--- src/rtl/multicycle_control.sv ---
// ----------------------------------------------------------------------------
// multicycle_control
//
// Control FSM for a multicycle MIPS-style datapath. One instruction walks
// FETCH -> DECODE -> (class-specific states) -> FETCH. All outputs except
// aluControl and pcEn are registered alongside the state, so they change only
// on the clock edge that enters the state they belong to.
//
// Build option:
//   MULTICYCLE_JUMP_EN  - when defined, opcode 000010 (j) goes to the JUMP
//                         state; otherwise it is treated as an illegal opcode
//                         and pcSrc never takes the value 10.
//
// Ports:
//   clk        in   1  clock, rising edge
//   reset      in   1  synchronous, active-high reset
//   opcode     in   6  instr[31:26] from the instruction register
//   funct      in   6  instr[5:0]
//   zFlag      in   1  ALU equality flag
//   pcEn       out  1  PC load enable = pcWrite | (branch & zFlag)
//   iorD       out  1  memory address select (1 = ALUOut)
//   irWrite    out  1  instruction register write enable
//   memWrite   out  1  memory write enable
//   regDst     out  1  register file write address select (1 = rd)
//   memToReg   out  1  register write data select (1 = memory data)
//   regWrite   out  1  register file write enable
//   aluSrcA    out  1  ALU A select (1 = regA, 0 = PC)
//   aluSrcB    out  2  ALU B select: 00 regB, 01 4, 10 imm, 11 imm<<2
//   aluControl out  2  00 AND, 01 XOR, 10 ADD, 11 SUB
//   pcSrc      out  2  00 ALU result, 01 ALUOut, 10 jump target
//   state      out  4  current state, for debug
// ----------------------------------------------------------------------------
module multicycle_control (
    input  logic       clk,
    input  logic       reset,
    input  logic [5:0] opcode,
    input  logic [5:0] funct,
    input  logic       zFlag,
    output logic       pcEn,
    output logic       iorD,
    output logic       irWrite,
    output logic       memWrite,
    output logic       regDst,
    output logic       memToReg,
    output logic       regWrite,
    output logic       aluSrcA,
    output logic [1:0] aluSrcB,
    output logic [1:0] aluControl,
    output logic [1:0] pcSrc,
    output logic [3:0] state
);

    typedef enum logic [3:0] {
        StFetch  = 4'd0,
        StDecode = 4'd1,
        StMemAdr = 4'd2,
        StMemRd  = 4'd3,
        StMemWb  = 4'd4,
        StMemWr  = 4'd5,
        StExec   = 4'd6,
        StAluWb  = 4'd7,
        StBranch = 4'd8,
        StAddiEx = 4'd9,
`ifdef MULTICYCLE_JUMP_EN
        StAddiWb = 4'd10,
        StJump   = 4'd11
`else
        StAddiWb = 4'd10
`endif
    } state_e;

    localparam logic [5:0] OpRtype = 6'b000000;
    localparam logic [5:0] OpLw    = 6'b100011;
    localparam logic [5:0] OpSw    = 6'b101011;
    localparam logic [5:0] OpBeq   = 6'b000100;
    localparam logic [5:0] OpAddi  = 6'b001000;
`ifdef MULTICYCLE_JUMP_EN
    localparam logic [5:0] OpJ     = 6'b000010;
`endif

    state_e     r_state;
    state_e     w_state_next;

    logic       r_pc_write;
    logic       r_branch;
    logic       r_iord;
    logic       r_ir_write;
    logic       r_mem_write;
    logic       r_reg_dst;
    logic       r_mem_to_reg;
    logic       r_reg_write;
    logic       r_alu_src_a;
    logic [1:0] r_alu_src_b;
    logic [1:0] r_pc_src;

    logic       w_pc_write;
    logic       w_branch;
    logic       w_iord;
    logic       w_ir_write;
    logic       w_mem_write;
    logic       w_reg_dst;
    logic       w_mem_to_reg;
    logic       w_reg_write;
    logic       w_alu_src_a;
    logic [1:0] w_alu_src_b;
    logic [1:0] w_pc_src;

    logic       w_funct_legal;
    logic [1:0] w_funct_alu;

    // R-type funct decode; anything unrecognised aborts the instruction in EXEC.
    always_comb begin
        w_funct_legal = 1'b1;
        w_funct_alu   = 2'b10;
        unique case (funct)
            6'b100100: w_funct_alu = 2'b00;
            6'b100110: w_funct_alu = 2'b01;
            6'b100000: w_funct_alu = 2'b10;
            6'b100010: w_funct_alu = 2'b11;
            default: begin
                w_funct_legal = 1'b0;
                w_funct_alu   = 2'b10;
            end
        endcase
    end

    always_comb begin
        w_state_next = StFetch;
        unique case (r_state)
            StFetch: w_state_next = StDecode;
            StDecode: begin
                unique case (opcode)
                    OpRtype:     w_state_next = StExec;
                    OpLw, OpSw:  w_state_next = StMemAdr;
                    OpBeq:       w_state_next = StBranch;
                    OpAddi:      w_state_next = StAddiEx;
`ifdef MULTICYCLE_JUMP_EN
                    OpJ:         w_state_next = StJump;
`endif
                    default:     w_state_next = StFetch;
                endcase
            end
            // Only lw and sw reach MEMADR, so anything but sw is a load.
            StMemAdr: w_state_next = (opcode == OpSw) ? StMemWr : StMemRd;
            StMemRd:  w_state_next = StMemWb;
            StExec:   w_state_next = w_funct_legal ? StAluWb : StFetch;
            StAddiEx: w_state_next = StAddiWb;
            default:  w_state_next = StFetch;
        endcase
        if (reset) begin
            w_state_next = StFetch;
        end
    end

    // Output values for the state being entered; latched with the state so
    // each output is glitch-free for the whole cycle.
    always_comb begin
        w_pc_write   = 1'b0;
        w_branch     = 1'b0;
        w_iord       = 1'b0;
        w_ir_write   = 1'b0;
        w_mem_write  = 1'b0;
        w_reg_dst    = 1'b0;
        w_mem_to_reg = 1'b0;
        w_reg_write  = 1'b0;
        w_alu_src_a  = 1'b0;
        w_alu_src_b  = 2'b00;
        w_pc_src     = 2'b00;
        unique case (w_state_next)
            StFetch: begin
                w_ir_write  = 1'b1;
                w_pc_write  = 1'b1;
                w_alu_src_b = 2'b01;
            end
            StDecode: w_alu_src_b = 2'b11;
            StMemAdr, StAddiEx: begin
                w_alu_src_a = 1'b1;
                w_alu_src_b = 2'b10;
            end
            StMemRd: w_iord = 1'b1;
            StMemWr: begin
                w_iord      = 1'b1;
                w_mem_write = 1'b1;
            end
            StMemWb: begin
                w_mem_to_reg = 1'b1;
                w_reg_write  = 1'b1;
            end
            StAluWb: begin
                w_reg_dst   = 1'b1;
                w_reg_write = 1'b1;
            end
            StAddiWb: w_reg_write = 1'b1;
            StExec:   w_alu_src_a = 1'b1;
            StBranch: begin
                w_alu_src_a = 1'b1;
                w_pc_src    = 2'b01;
                w_branch    = 1'b1;
            end
`ifdef MULTICYCLE_JUMP_EN
            StJump: begin
                w_pc_src   = 2'b10;
                w_pc_write = 1'b1;
            end
`endif
            default: ;
        endcase
    end

    always_ff @(posedge clk) begin
        if (reset) begin
            r_state <= StFetch;
        end else begin
            r_state <= w_state_next;
        end
        r_pc_write   <= w_pc_write;
        r_branch     <= w_branch;
        r_iord       <= w_iord;
        r_ir_write   <= w_ir_write;
        r_mem_write  <= w_mem_write;
        r_reg_dst    <= w_reg_dst;
        r_mem_to_reg <= w_mem_to_reg;
        r_reg_write  <= w_reg_write;
        r_alu_src_a  <= w_alu_src_a;
        r_alu_src_b  <= w_alu_src_b;
        r_pc_src     <= w_pc_src;
    end

    // aluControl is a decode of funct in EXEC, so it stays combinational.
    always_comb begin
        aluControl = 2'b10;
        if (r_state == StExec) begin
            aluControl = w_funct_alu;
        end else if (r_state == StBranch) begin
            aluControl = 2'b11;
        end
    end

    // State-changing strobes are masked while reset is held.
    assign pcEn     = ~reset & (r_pc_write | (r_branch & zFlag));
    assign irWrite  = ~reset & r_ir_write;
    assign memWrite = ~reset & r_mem_write;
    assign regWrite = ~reset & r_reg_write;

    assign iorD     = r_iord;
    assign regDst   = r_reg_dst;
    assign memToReg = r_mem_to_reg;
    assign aluSrcA  = r_alu_src_a;
    assign aluSrcB  = r_alu_src_b;
    assign pcSrc    = r_pc_src;
    assign state    = r_state;

endmodule

--- config.mk ---
export PLATFORM = sky130hd
export DESIGN_NAME = multicycle_control
export DESIGN_NICKNAME = d
export VERILOG_FILES = /design/src/rtl/multicycle_control.sv
export SDC_FILE = /design/constraint.sdc
export NUM_CORES = 1
export LEC_CHECK = 0
export CAP_MARGIN = 10
export CELL_PAD_IN_SITES_DETAIL_PLACEMENT = 1
export CELL_PAD_IN_SITES_GLOBAL_PLACEMENT = 1
export CORE_ASPECT_RATIO = 1.1
export CORE_MARGIN = 8
export CORE_UTILIZATION = 30
export CTS_BUF_LIST = sky130_fd_sc_hd__clkbuf_8
export DETAILED_ROUTE_END_ITERATION = 7
export GPL_ROUTABILITY_DRIVEN = 0
export PLACE_DENSITY = 0.81
export SYNTH_ARGS = -nofsm -noshare
export SYNTH_HDL_FRONTEND = slang
export SYNTH_SLANG_ARGS = --single-unit
--- constraint.sdc ---
create_clock -name clk -period 2.9 [get_ports clk]
set_clock_uncertainty 0.2 [all_clocks]
set_input_delay 0.435 -clock clk [delete_from_list [all_inputs] [get_ports clk]]
set_output_delay 0.435 -clock clk [all_outputs]
set_load 0.02 [all_outputs]
==> impl_results.md <==
- Startpoint Class: input port
- DRT Pass-1 Iters: 2
- Wirelength per Cell: ~17 µm
- Synth-to-Final Area Change: 59.9%
- Die Wd: 62.6 µm
- Pleak: 0.438 nW
- Vias in the first global route: about 800
- Highest Signal Layer: met4
- XOR/XNOR Fraction of Synth Area: 0.0122
- # placed instances: approximately 150
- Post-route cell area: around 1100 µm²
- Routed met1 length: 1040 µm
- Ports: 33
- Synth Area in Compound Gates: 0.173
- Clock Pin Slew Worst Setup and Hold Paths: around 0.060 ns
- Synth top area share: 0.391
- Cell Chain, Critical Path: clkdlybuf4s50_1 > or4b_4 > buf_4 > nor4b_4 > nand2_1 > dlygate4sd2_1
- Synth area leader: dfxtp_1
- Final worst-path cycle share: 0.965
- Critical Path End Type: output port
- Die span in y: 67.3 µm
- Worst VDD drop: 0.215 mV
- Crit path time final: 2.80 ns
- Crit path max-delay family: buffers and inverters
- Sink Count: 14
- Top-count cell post-synth: dfxtp_1
- Clock Latency Late Sink: ~0.24 ns
- Largest family of logic cells by synthesized area: simple AND/OR/NAND/NOR gates
- Multiplexer area fraction after synthesis: 0
- Total gr overflow: 0
- Slowest-stage cell, CP: or4b_4
- Port Buffers: 31
- Fin cells: 150
- Final hold violation count: 0
- Worst path buffer plus inverter count: 3
- Routed via count: 747
- Row cnt: 18
- CTS tree: yes
- Tot GR Track Use: 0.120
- Final core occ: 0.509
- Pins Over Slew Limit: 0
- Num CTS Buffers: 3
- Vias per cell: 4.98
- Post-DP HPWL: 2040 µm
- Commonest cells post-synth: dfxtp_1, nor2_1, nand2b_1, nand2_1, nand3_1
- RSZ-0062 raised after global routing: no
- Core box area: 2250 µm²
- Synth unique cells: 32
- Dpl cell area: 1100 µm²
- Critical Path RT: 2.27 ns
- WL final: about 2500 µm
- Syn nets: 96
- Global-route wire length before repair: 4080 µm
- Initial antenna violation count: 0
- Register area share after synthesis: 0.391
- Max Freq: 357 MHz
- CP arrival: ~2.2 ns
- Max incr delay on CP: 0.54 ns
- H-tree levels: 1
- Post-DRT Antenna Nets: 0
- Post-synth top flop: dfxtp_1
- Fill cells: 263
- Met2 Wirelength: 1350 µm
- Share of cells above drive strength 1: 0.158
- Starting Density: 0.318
- Avg Inst Size Synth: 8.85 µm²
- Post-route DRC: 0
- Maxcap violations: 0
- Synth Area in Simple Gates: 0.382
- Status: finished, final reports clean
- Synth Warn #: 0
- Max FO, Critical Path: 2
- Setup CP Type: in2out
- N_diodes: 0
- Die Area: about 4200 µm²
- Ys async rst share: 0
- Nets: 137
- Number of enable flip-flop cells after synthesis: 0
- Seq cells post-synth: 14
- Pwr dens: 376 nW/µm²
- Initial detailed-routing violation count: 15
- Cells after Synth: 81
- Worst min path class: reg2reg
- Total power: 0.000431 W
- Met3 wire len: 77 µm
- Final TNS setup: 0 ns
- Area share of fa/ha/maj cells after synthesis: 0
- Bufs on Longest Clock Path: 2
- Largest net degree at the start of global routing: 10
- Clock root buffer master: clkbuf_8
- Synthesized cell area: 717 µm²
- Post-CTS Setup Repair Bufs: 0
- Final setup viols: 0
- Main area contributors after synthesis: dfxtp_1, nand2b_1, nor2_1
metal layers:
layer,vias to the layer above,global-route usage
li1,371,-
met2,17,0.241
met3,2,0.0232
met5,-,0
met4,0,0.0427
met1,357,0.123
through the flow:
stage	worst slack, ns	hold slack [ns]
after global routing	0.0229	0.521
final	0.102	0.457
after detailed placement	-0.252	0.440
after global placement	-0.151	0.436
after CTS	0.0136	0.455
after floorplan	0.582	0.431
worst reg2reg max path: cells and delay by family, from the launching register on:
kind                   cells  cell delay, ns
and+or+nand+nor            4            1.26
AOI/OAI and AO/OA          1            0.36
DFF                        1            0.33
buffers and inverters      1            0.17
report_power, final:
group          switching, W  leakage [nW]  internal, W   total, W
Combinational     0.0000352         0.303    0.0000414  0.0000767
Sequential       0.00000361         0.114     0.000197   0.000201
Clock             0.0000614        0.0216    0.0000915   0.000153
registers in the layout (all words and copies together), names as in the netlist:
register,cells
aluSrcA,1
aluSrcB,2
iorD,1
memToReg,1
pcSrc,1
r_ir_write,1
r_mem_write,1
r_reg_write,1
regDst,1
state,4
final timing paths:
path	from	end	slack, ns	depth (start not counted)
max reg2reg	state[3]	iorD	0.49	6
min reg2reg	state[1]	r_reg_write	0.46	2
max	funct[0]	aluControl[1]	0.10	6
min	state[1]	r_reg_write	0.46	2
placed cells by master (no fill, tap or decap), drive strengths merged, types with 2 or more instances in the layout:
master and instances:
clkdlybuf4s50 29, dfxtp 14, nor2 9, buf 7, nand2b 6, nand3 5
nand2 5, inv 3, a21oi 3, o21bai 3, nor2b 3, clkbuf 3
nor3b 3, o21ai 2, nor3 2, a211oi 2, a31oi 2, dlygate4sd2 2
or4b 2, or2 2
what timing repair did:
action	in CTS	in global routing
gates resized for setup	2	1
gates cloned	0	0
hold buffers	0	0
setup endpoints to repair	2	1
logic make-up after synthesis:
group | after synthesis
AND/OR/NAND/NOR | 44
AO/OA/AOI/OAI | 16
flip-flops | 14
buffers and inverters | 5
XOR/XNOR | 1
other | 1
layout make-up:
| class | instances | area [µm²] | area share |
|---|---|---|---|
| Timing Repair Buffer | 38 | 360 | 0.314 |
| Sequential cell | 14 | 280 | 0.245 |
| Tap cell | 30 | 37.5 | 0.0328 |
| Inverter | 3 | 11.3 | 0.00983 |
| Clock buffer | 3 | 41.3 | 0.0360 |
| Multi-Input combinational cell | 62 | 415 | 0.362 |
(Power assumes the default switching activity.)
